File: src/rtl/misr_pkg.sv
// Shared MISR types, default constants and the signature update function.
package misr_pkg;

    typedef enum logic [1:0] {
        IDLE = 2'd0,
        RUN  = 2'd1,
        DONE = 2'd2
    } misr_state_t;

    localparam int           MISR_MAX_W    = 64;
    localparam logic [2:0]   MISR_DEF_POLY = 3'b011;
    localparam logic [2:0]   MISR_DEF_SEED = 3'b000;

    // Callers zero-extend into MISR_MAX_W and keep the low width bits of the result.
    function automatic logic [MISR_MAX_W-1:0] misr_next(
        input logic [MISR_MAX_W-1:0] sig,
        input logic [MISR_MAX_W-1:0] m,
        input logic [MISR_MAX_W-1:0] poly,
        input int                    width
    );
        logic fb;
        fb = sig[width-1];
        return (sig << 1) ^ m ^ (fb ? poly : '0);
    endfunction

endpackage

File: src/rtl/misr_window_cnt.sv
// Saturating count of accepted samples; last flags the sample that completes the window.
module misr_window_cnt #(
    parameter int NUM_PATTERNS = 8,
    parameter int CW           = $clog2(NUM_PATTERNS + 1)
) (
    input  logic          clk,
    input  logic          reset,
    input  logic          clear,
    input  logic          inc,
    output logic [CW-1:0] cnt,
    output logic          last
);

    assign last = inc && (cnt == CW'(NUM_PATTERNS - 1));

    always_ff @(posedge clk) begin
        if (!reset) begin
            cnt <= '0;
        end else if (clear) begin
            cnt <= '0;
        end else if (inc && (cnt < CW'(NUM_PATTERNS))) begin
            cnt <= cnt + CW'(1);
        end
    end

endmodule

File: src/rtl/misr_compactor.sv
// Windowed MISR compacting NUM_PATTERNS valid responses into a registered signature.
// Optional golden compare under `define MISR_GOLDEN_CMP_EN; otherwise pass is tied low.
module misr_compactor
    import misr_pkg::*;
#(
    parameter int               WIDTH        = 3,
    parameter logic [WIDTH-1:0] POLY         = WIDTH'(MISR_DEF_POLY),
    parameter logic [WIDTH-1:0] SEED         = WIDTH'(MISR_DEF_SEED),
    parameter int               NUM_PATTERNS = 8,
    parameter logic [WIDTH-1:0] GOLDEN       = '0,
    parameter int               CW           = $clog2(NUM_PATTERNS + 1)
) (
    input  logic             clk,
    input  logic             reset,
    input  logic             start,
    input  logic             m_valid,
    input  logic [WIDTH-1:0] m,
    output logic [WIDTH-1:0] sig,
    output logic             busy,
    output logic             done,
    output logic             pass,
    output logic [CW-1:0]    sample_cnt
);

    misr_state_t      state;
    logic [WIDTH-1:0] nxt;
    logic             accept;
    logic             last;
    logic             reload;

    assign nxt    = WIDTH'(misr_next(MISR_MAX_W'(sig), MISR_MAX_W'(m),
                                     MISR_MAX_W'(POLY), WIDTH));
    assign accept = (state == RUN) && m_valid;
    assign reload = (state != RUN) && start;

    misr_window_cnt #(
        .NUM_PATTERNS (NUM_PATTERNS),
        .CW           (CW)
    ) u_cnt (
        .clk   (clk),
        .reset (reset),
        .clear (reload),
        .inc   (accept),
        .cnt   (sample_cnt),
        .last  (last)
    );

    always_ff @(posedge clk) begin
        if (!reset) begin
            state <= IDLE;
            sig   <= SEED;
            busy  <= 1'b0;
            done  <= 1'b0;
        end else begin
            case (state)
                IDLE, DONE: begin
                    if (start) begin
                        state <= RUN;
                        sig   <= SEED;
                        busy  <= 1'b1;
                        done  <= 1'b0;
                    end
                end
                RUN: begin
                    if (m_valid) begin
                        sig <= nxt;
                        if (last) begin
                            state <= DONE;
                            busy  <= 1'b0;
                            done  <= 1'b1;
                        end
                    end
                end
                default: begin
                    state <= IDLE;
                    busy  <= 1'b0;
                    done  <= 1'b0;
                end
            endcase
        end
    end

`ifdef MISR_GOLDEN_CMP_EN
    // Judged on next_sig so the verdict lands on the same edge as done.
    always_ff @(posedge clk) begin
        if (!reset || reload) begin
            pass <= 1'b0;
        end else if (accept && last) begin
            pass <= (nxt == GOLDEN);
        end
    end
`else
    assign pass = 1'b0;
`endif

endmodule

File: config.mk
export PLATFORM = sky130hd
export DESIGN_NAME = misr_compactor
export DESIGN_NICKNAME = d
export VERILOG_FILES = /design/src/rtl/misr_pkg.sv /design/src/rtl/misr_window_cnt.sv /design/src/rtl/misr_compactor.sv
export SDC_FILE = /design/constraint.sdc
export NUM_CORES = 1
export LEC_CHECK = 0
export CORE_MARGIN = 5
export CORE_UTILIZATION = 43
export CTS_CLUSTER_SIZE = 8
export DETAILED_ROUTE_END_ITERATION = 16
export GPL_ROUTABILITY_DRIVEN = 0
export HOLD_SLACK_MARGIN = 0.12
export PLACE_DENSITY = 0.74
export SKIP_CTS_REPAIR_TIMING = 1
export SYNTH_ARGS = -nofsm -noshare
export SYNTH_HDL_FRONTEND = slang
export SYNTH_SLANG_ARGS = --single-unit
File: constraint.sdc
create_clock -name clk -period 1.47 [get_ports clk]
set_input_delay 0.3675 -clock clk [delete_from_list [all_inputs] [get_ports clk]]
set_output_delay 0.3675 -clock clk [all_outputs]
set_load 0.01 [all_outputs]
==> results.toml <==
[sta]
finalClockSkew_ps = 3.11
finalCriticalPeriod_ps = 1370
achievable-frequency_mhz = 731
rsz0062_at_grt = "no"
fin_crit_sh = 0.930
setup_viol = 0
maxSlewViolCount = 0
hold_viol = 0

[floorplanning]
die_w_um = 46.2
row_count = 13
coreArea_sq_um = 1270
die_h_um = 46.2
initial_utilization = 0.444
design.portCount = 17
die_area_sq_um = 2130

[worst_setup_path]
critPathKind = "in2reg"
rrSetupSlack_ps = 160
cp-start-kind = "primary input"
cp_data_arrival_time_ps = 1580
critical-path-top-delay-family = "buffers and inverters"
end_kind = "flop"
slowest_delay_ps = 570
crit_fanout = 7
r2r-end = "u_cnt.cnt[2]$_SDFFE_PP0P_"
critPathSlowestCell = "clkdlybuf4s50_1"
worstPathRequired_ps = 1680
path_cells = "clkdlybuf4s50_1, nand3b_4, or3_1, a21oi_2"
r2r_start = "u_cnt.cnt[1]$_SDFFE_PP0P_"
ff2ff_path_depth = 4
cp_num_buf_inv = 1

[synth]
synth-seq-area-share = 0.391
netlist_instances = 58
synth_top_area_share = 0.391
netlist_area_sq_um = 563
avgSynthCellArea_sq_um = 9.71
ys_ff_latch = 11
syn_nets = 66
yosys_warnings = 0
synth_area_leader_cell = "dfxtp_1"
yosys.cell_types.count = 29
synthTopCellsByArea = "dfxtp_1 39%, a21boi_0 9.3%, o21ai_0 4.4%"

[route]
routed_via_density = 5.14
first_pass_iters = 4
wirelength_mm = 1.29
drtAntennaViolNets = 0
wl_per_cell_um = 13.5
num_vias = 493
drc = 0
drt_iter0_drc = 7

[finish]
multi_input_area_sq_um = 324
fill_cells = 115
finish.utilization = 0.641
seqCellArea_sq_um = 223
antenna_cells = 0
fin_area_sq_um = 813
drive_gt1_frac = 0.185
nets = 90
syn2layout_area_growth_pct = 44.4
fin_cells = 96

[global_routing]
grt_pass1_vias = 485
grt_overflow = 0
grt_antenna_before_repair = 0
grt_pass1_wl_mm = 2.11
grt_max_degree = 10
grt.total_usage = 0.137

[clock_tree]
insertion_delay_ps = 270
cts_tree = "yes"
ctsHtreeMaxLevel = 1
path_clk_slew_ps = 70
clock_sinks = 11
clk_path_buf_depth = 2
cts-root-buf = "clkbuf_4"
numCtsBuffers = 3

[hold_path]
min_from = "done$_SDFFE_PN0P_"
whs_endpoint = "done$_SDFFE_PN0P_"
worstHoldPathCells = 2
hp-class = "reg2reg"

[place]
hpwl_um = 934
numPlacedInstances = 92
io_buffers = 15
placedInstanceArea_sq_um = 762

[power]
leakagePower_nw = 0.467
ir_worst_vdd_v = 0.000544
powerDensity_nw_per_um2 = 773

[run_status]
status = "completed"

[job]
max-cap-violations = 0
area by class of cell:
| cell class | count | share of cell area |
|---|---|---|
| multi-input cells | 44 | 0.398 |
| flip-flops and latches | 11 | 0.274 |
| repair buffers | 21 | 0.268 |
| clock buffers | 4 | 0.0323 |
| well taps | 15 | 0.0231 |
| inverters | 1 | 0.00462 |
metal layers:
metal	up-vias	GRT usage	share of wire
met3	2	0.0352	0.067
met1	227	0.186	0.49
met5	-	0	0
li1	251	-	-
met4	0	0.0682	0.0046
met2	13	0.195	0.44
synth_stat cells:
library cell / number
a21boi_0: 7
a41oi_1: 1
a21oi_2: 1
xor2_1: 2
nand2b_1: 1
nand3b_4: 1
or3_1: 1
or2b_1: 1
buf_4: 2
o21ai_1: 1
ha_1: 1
nor2_1: 3
and3b_2: 1
nand2_1: 3
o21ai_0: 5
xnor2_1: 1
nor2b_1: 1
dfxtp_1: 11
and2b_1: 1
a21oi_1: 1
o21bai_1: 1
and4bb_2: 1
or2_1: 1
conb_1: 1
xor3_1: 1
nand4b_1: 2
nand3_1: 3
nand3b_1: 1
inv_1: 1
tightest hold or removal path: cells and delay by family, from the launching register on:
kind	cells	cell delay [ps]
DFF	1	300
AOI/OAI and AO/OA	2	140
worst max-delay path by stage:
stage                                   start                         to  slack [ps]  cells after the start
floorplan           u_cnt.cnt[0]$_SDFFE_PP0P_  u_cnt.cnt[2]$_SDFFE_PP0P_         160                      4
global placement                      m_valid  u_cnt.cnt[2]$_SDFFE_PP0P_        -130                      4
detailed placement                    m_valid  u_cnt.cnt[2]$_SDFFE_PP0P_        -170                      4
CTS                 u_cnt.cnt[0]$_SDFFE_PP0P_              sample_cnt[0]        -160                      1
global route                          m_valid  u_cnt.cnt[2]$_SDFFE_PP0P_          30                      4
finish                                m_valid  u_cnt.cnt[2]$_SDFFE_PP0P_         100                      4
cell usage in the layout, fill, tap and decap left out, drive strengths merged, types with 2 or more instances in the layout:
cell / count
dlymetal6s2s: 9
xor2: 2
nand3: 3
a21boi: 7
buf: 6
nand4b: 2
nor2: 3
a21oi: 2
o21ai: 6
clkdlybuf4s50: 6
dfxtp: 11
nand2: 3
nand3b: 2
clkbuf: 4
through the flow:
step                setup WS, ps  setup TNS [ps]  hold slack [ps]  power [mW]
floorplan                    160               0              495       0.375
global placement            -130            -211              478       0.425
detailed placement          -166            -434              487       0.425
CTS                         -161            -849              498       0.640
global route                34.6               0              523       0.655
finish                       103               0              492       0.629
power breakdown:
part / leakage, nW / internal (mW) / switching (mW) / total [mW]
clock network: 0.0150 / 0.105 / 0.106 / 0.211
logic: 0.362 / 0.0577 / 0.0411 / 0.0988
registers: 0.0904 / 0.307 / 0.0110 / 0.318
total: 0.467 / 0.470 / 0.159 / 0.629
cells by family (layout without fill, tap and decap cells):
kind of cell             count (synthesis)  after routing  share of synthesized area
adder cells (fa/ha/maj)                  1              1                     0.0222
XOR/XNOR                                 4              4                     0.0889
flip-flops                              11             11                      0.391
other                                    1              1                    0.00666
buffers and inverters                    3             26                     0.0333
AND/OR/NAND/NOR                         21             21                      0.258
AO/OA/AOI/OAI                           17             17                      0.200
registers in the layout (all words and copies together), names as in the netlist:
| register | flops |
|---|---|
| busy | 1 |
| state | 2 |
| done | 1 |
| sig | 3 |
| u_cnt.cnt | 4 |
(Power assumes the default switching activity.)
==> RTL change 1, RTL diff (same flow settings) <==
Put a register stage on the output `sample_cnt`, without a reset. The value now appears one clock later. The other outputs are not delayed to match.
--- a/src/rtl/misr_compactor.sv
+++ b/src/rtl/misr_compactor.sv
@@ -22,6 +22,8 @@
     output logic [CW-1:0]    sample_cnt
 );
 
+    logic [CW-1:0] sample_cnt_d;
+
     misr_state_t      state;
     logic [WIDTH-1:0] nxt;
     logic             accept;
@@ -41,7 +43,7 @@
         .reset (reset),
         .clear (reload),
         .inc   (accept),
-        .cnt   (sample_cnt),
+        .cnt   (sample_cnt_d),
         .last  (last)
     );
 
@@ -93,5 +95,9 @@
     assign pass = 1'b0;
 `endif
 
+    always_ff @(posedge clk) begin
+        sample_cnt <= sample_cnt_d;
+    end
+
 endmodule
 
Function: changed (Yosys sat finds a counterexample within 4 cycles, from zero or initial values and one cycle with reset low).
==> RTL change 1 against the original RTL <==
Power is 22% higher. Wire length shrank 1.5%. Design area rose by 10%. Worst setup slack improved by 0.059 ns. Area after synthesis grew 12%. Clock skew rose by 0.00053 ns. Sequential power rose by 34%. Sequential cell count grew 4. Worst hold slack got worse by 0.10 ns. Sequential share of layout area is 6.1 points higher. Largest power group unchanged. Highest routed layer is now met3.
==> RTL change 1: results (changes against the original RTL) <==
Status: finished, final reports clean
Adder-Cell Fraction of Synth Area: 1.980% (-0.24 points)
RR Endpoint: state[1]
Post-synthesis sequential area ratio: 47.52% (+8.4 points)
Routed WL: 1.272 mm (-1.5%)
Biggest regs: sample_cnt: 4 flops, u_cnt.cnt: 4 flops, sig: 3 flops
Finished Layout Cells: 102 (+6.3%)
P_sw: 0.0001855 W (+17%)
Number of global-route vias before repair: 511 (+5.4%)
R2R Setup Slk: 0.22 ns (+0.06 ns)
Max clock buf depth: 2 (unchanged)
Clock skew: 0.003640 ns (+0.0005296 ns)
Initial antenna violation count: 0 (unchanged)
Peak fanout along the critical path: 5 (-2)
P_comb: 0.000106 W (+7%)
Synth cell types: 28 (-3.4%)
Placed inst area: 845.8 um^2 (+11%)
Net switching fraction of the power: 24.20% (-1.0 points)
R2R Path Start: u_cnt.cnt[0]
Syn_nets: 70 (+6.1%)
Share of cells above drive strength 1: 18.39% (-0.13 points)
Compound-Gate Fraction of Synth Area: 17.03% (-3.0 points)
Synth Instances: 62 (+6.9%)
Worst-path clk slew: 0.09 ns (+0.02 ns)
GR Util All Layers: 11.11% (-2.5 points)
Synth top area share: 47.52% (+8.4 points)
Dpl cells: 98 (+6.5%)
Hold path depth: 0 (-2)
CTS root buf: clkbuf_4
WHS: 0.3900 ns (-0.1021 ns)
Leakage power: 0.5038 nW (+7.9%)
Layout fillers: 119 (+3.5%)
Min-Delay Startpoint: u_cnt.cnt[1]
Post-detail-place hpwl: 988.9 um (+5.9%)
XOR/XNOR share of the synthesized area: 7.723% (-1.2 points)
Clock network fraction of total power: 30.3% (-3.3 points)
First-pass GRT wire length: 2.139 mm (+1.3%)
Largest net degree at the start of global routing: 11 (+1)
R2R depth: 4 (unchanged)
Vias per cell: 4.882 (-4.9%)
CTS Buf Count: 3 (unchanged)
Crit path DAT: 1.54 ns (-0.04 ns)
Main flop type after synthesis: dfxtp_1
IR Drop Worst-Case VDD: 0.0005324 V (-2.1%)
CP max stage delay: 0.54 ns (-0.03 ns)
Antenna Cells: 0 (unchanged)
WHS Endpoint: sample_cnt[1]
Htree depth: 1 (unchanged)
Worst min path class: reg2reg
Post-synth top cells: 15 x dfxtp_1, 4 x nand2_1
Layout net count: 96 (+6.7%)
Synth area leaders: dfxtp_1 48%, a21boi_0 3.6%, o21a_1 3.6%, xnor3_1 3.6%, xor2_1 2.8%
RTL change 1: cell types whose count changed after synthesis, sizes merged, moves of 2 or more:
cell / delta
o21a: +3
a21boi: -4
o21ai: -3
nor3b: +2
dfxtp: +4
and3: +2
o211ai: +2
RTL change 1: per-stage QoR:
step                utilization (%)  setup WS, ns
CTS                           64.69       -0.1548
global route                  66.36        0.1295
global placement              62.65      -0.08310
finish                        66.36        0.1622
floorplan                         -        0.3732
detailed placement            62.65       -0.1092
RTL change 1: layer usage:
| layer | up-vias | share of wire (%) | GRT usage (%) |
|---|---|---|---|
| li1 | 266 | - | - |
| met1 | 227 | 47 | 13.57 |
| met2 | 5 | 51 | 17.61 |
| met3 | 0 | 2.4 | 3.058 |
| met4 | 0 | 0 | 5.530 |
| met5 | - | 0 | 0 |
RTL change 1: how the worst max path moves through the flow:
stage                            start            to  slack, ns
after floorplan           u_cnt.cnt[0]  u_cnt.cnt[2]       0.37
after detailed placement       m_valid  u_cnt.cnt[2]      -0.11
after CTS                       sig[0]        sig[0]      -0.15
final                          m_valid      state[1]       0.16
after global routing           m_valid  u_cnt.cnt[2]       0.13
after global placement         m_valid  u_cnt.cnt[2]      -0.08
RTL change 1: layout make-up:
cell class / count / share of cell area (%)
Multi-Input combinational cell: 43 / 34.50
Timing Repair Buffer: 23 / 25.98
Tap cell: 15 / 2.095
Clock inverter: 1 / 0.5587
Clock buffer: 3 / 2.514
Sequential cell: 15 / 33.52
Inverter: 2 / 0.8380
RTL change 1: worst max-delay path: cells and delay by family:
family          cells  cell delay [ns]
simple gates        2             0.47
compound gates      1             0.17
buf+inv             1             0.54
==> RTL change 2, RTL diff (same flow settings) <==
Made on the original files. `WIDTH`: 3 -> 2.
--- a/src/rtl/misr_compactor.sv
+++ b/src/rtl/misr_compactor.sv
@@ -3,7 +3,7 @@
 module misr_compactor
     import misr_pkg::*;
 #(
-    parameter int               WIDTH        = 3,
+    parameter int               WIDTH        = 2,
     parameter logic [WIDTH-1:0] POLY         = WIDTH'(MISR_DEF_POLY),
     parameter logic [WIDTH-1:0] SEED         = WIDTH'(MISR_DEF_SEED),
     parameter int               NUM_PATTERNS = 8,
Interface: changed (resized m and sig); port bits go from 17 to 15. The function was not compared with the original's and may differ.
==> RTL change 2 against the original RTL <==
Largest cell class unchanged. Power barely moved. Critical path type unchanged. Register-to-register slack improved by 0.20 ns. Area after synthesis fell by 12%. Largest power group unchanged. Combinational power fell by 16%. Sequential cell count fell by 1. Design area fell by 12%. Clock power rose by 22%. Worst setup slack improved by 0.074 ns. Wire length fell by 8.0%.
==> RTL change 2: results (changes against the original RTL) <==
XOR/XNOR share of the synthesized area: 5.290% (-3.6 points)
Post-synth top cells: 10 x dfxtp_1, 4 x nor2_1, 3 x a21boi_1, 3 x nand2_1, 3 x nand3b_1
IR Drop Worst-Case VDD: 0.0007197 V (+32%)
Initial DRC count: 10 (+3)
Top Layer Used: met4
Synth Instances: 50 (-14%)
Largest net degree at the start of global routing: 8 (-2)
Vias per cell: 5.265 (+2.5%)
Worst min path class: reg2reg
Post-synthesis sequential area ratio: 40.30% (+1.2 points)
Peak fanout along the critical path: 4 (-3)
TritonRoute pass-1 iters: 4 (unchanged)
Synth cell types: 28 (-3.4%)
Clock skew: 0.0003675 ns (-0.002743 ns)
Share of cells above drive strength 1: 23.19% (+4.7 points)
Wire length on met2: 587 um (+3.0%)
I/O Buffers: 13 (-2)
Finished Layout Cells: 83 (-14%)
Syn_nets: 57 (-14%)
Antenna Cells: 0 (unchanged)
Post-detail-place hpwl: 862.3 um (-7.7%)
Status: finished, final reports clean
Layout net count: 77 (-14%)
Synth area leaders: dfxtp_1 40%, a21boi_1 4.5%, a21boi_2 4.5%, nand3b_1 4.5%, nand3_4 3.5%
Biggest regs: u_cnt.cnt: 4 flops, sig: 2 flops, state: 2 flops
Routed WL: 1.188 mm (-8.0%)
Worst path slowest cell: clkdlybuf4s50_1
CTS Buf Count: 3 (unchanged)
Leakage power: 0.3950 nW (-15%)
First-pass GRT wire length: 1.945 mm (-7.9%)
Number of global-route vias before repair: 449 (-7.4%)
Metal3 WL: 74 um (-15%)
GR Util All Layers: 13.74% (+0.085 points)
M1 WL: 492 um (-22%)
CP max stage delay: 0.52 ns (-0.05 ns)
Htree depth: 1 (unchanged)
DP Worst Slack: -0.1035 ns (+0.06246 ns)
Dpl cells: 79 (-14%)
Initial antenna violation count: 0 (unchanged)
Compound-Gate Fraction of Synth Area: 20.91% (+0.91 points)
Adder-Cell Fraction of Synth Area: 2.519% (+0.30 points)
Yosys warns: 0 (unchanged)
Crit path DAT: 1.44 ns (-0.14 ns)
Placed inst area: 659.4 um^2 (-13%)
[RTL change 2: worst paths after layout]
kind                            startpoint     end  slack (ns)  cells past startpoint
worst max-delay path               m_valid  sig[1]        0.18                      4
worst min-delay path                  done    done        0.49                      2
worst max register to register    state[0]  sig[1]        0.36                      3
worst min register to register        done    done        0.49                      2
[RTL change 2: final cells by class]
type	count	area (um^2)
clock buffer	4	36.28
fill	98	377.9
inverter	1	3.754
multi-input combinational	38	285.3
sequential	10	202.7
tap	14	17.52
timing repair buffer	16	172.7
[RTL change 2: kinds of logic (layout without fill, tap and decap cells)]
| family | count (synthesis) | after routing |
|---|---|---|
| adders and majority gates | 1 | 1 |
| AOI/OAI and AO/OA | 14 | 14 |
| xor gates and xnor gates | 3 | 3 |
| other | 1 | 1 |
| buffers and inverters | 2 | 21 |
| and+or+nand+nor | 19 | 19 |
| DFF | 10 | 10 |
[RTL change 2: per-stage QoR]
step	TNS [ns]	total power [W]
finish	0	0.0006288
CTS	-0.8305	0.0006395
floorplan	0	0.0003366
detailed placement	-0.2059	0.0003778
global route	0	0.0006666
global placement	-0.09949	0.0003760
[RTL change 2: worst max-delay path: cells and delay by family]
| family | cells | cell delay (ns) |
|---|---|---|
| AOI/OAI and AO/OA | 2 | 0.37 |
| buffers and inverters | 1 | 0.52 |
| and+or+nand+nor | 1 | 0.18 |
[RTL change 2: where the power goes]
part / internal [W] / switching, W / leakage (nW)
logic: 0.0000447 / 0.0000380 / 0.292
registers: 0.000279 / 0.00000867 / 0.0823
clock network: 0.000151 / 0.000107 / 0.0210
[RTL change 2: per-layer routing]
metal	global-route usage, %	up-vias
li1	-	218
met5	0	-
met1	16.91	203
met2	20.64	14
met3	3.734	2
met4	9.036	0
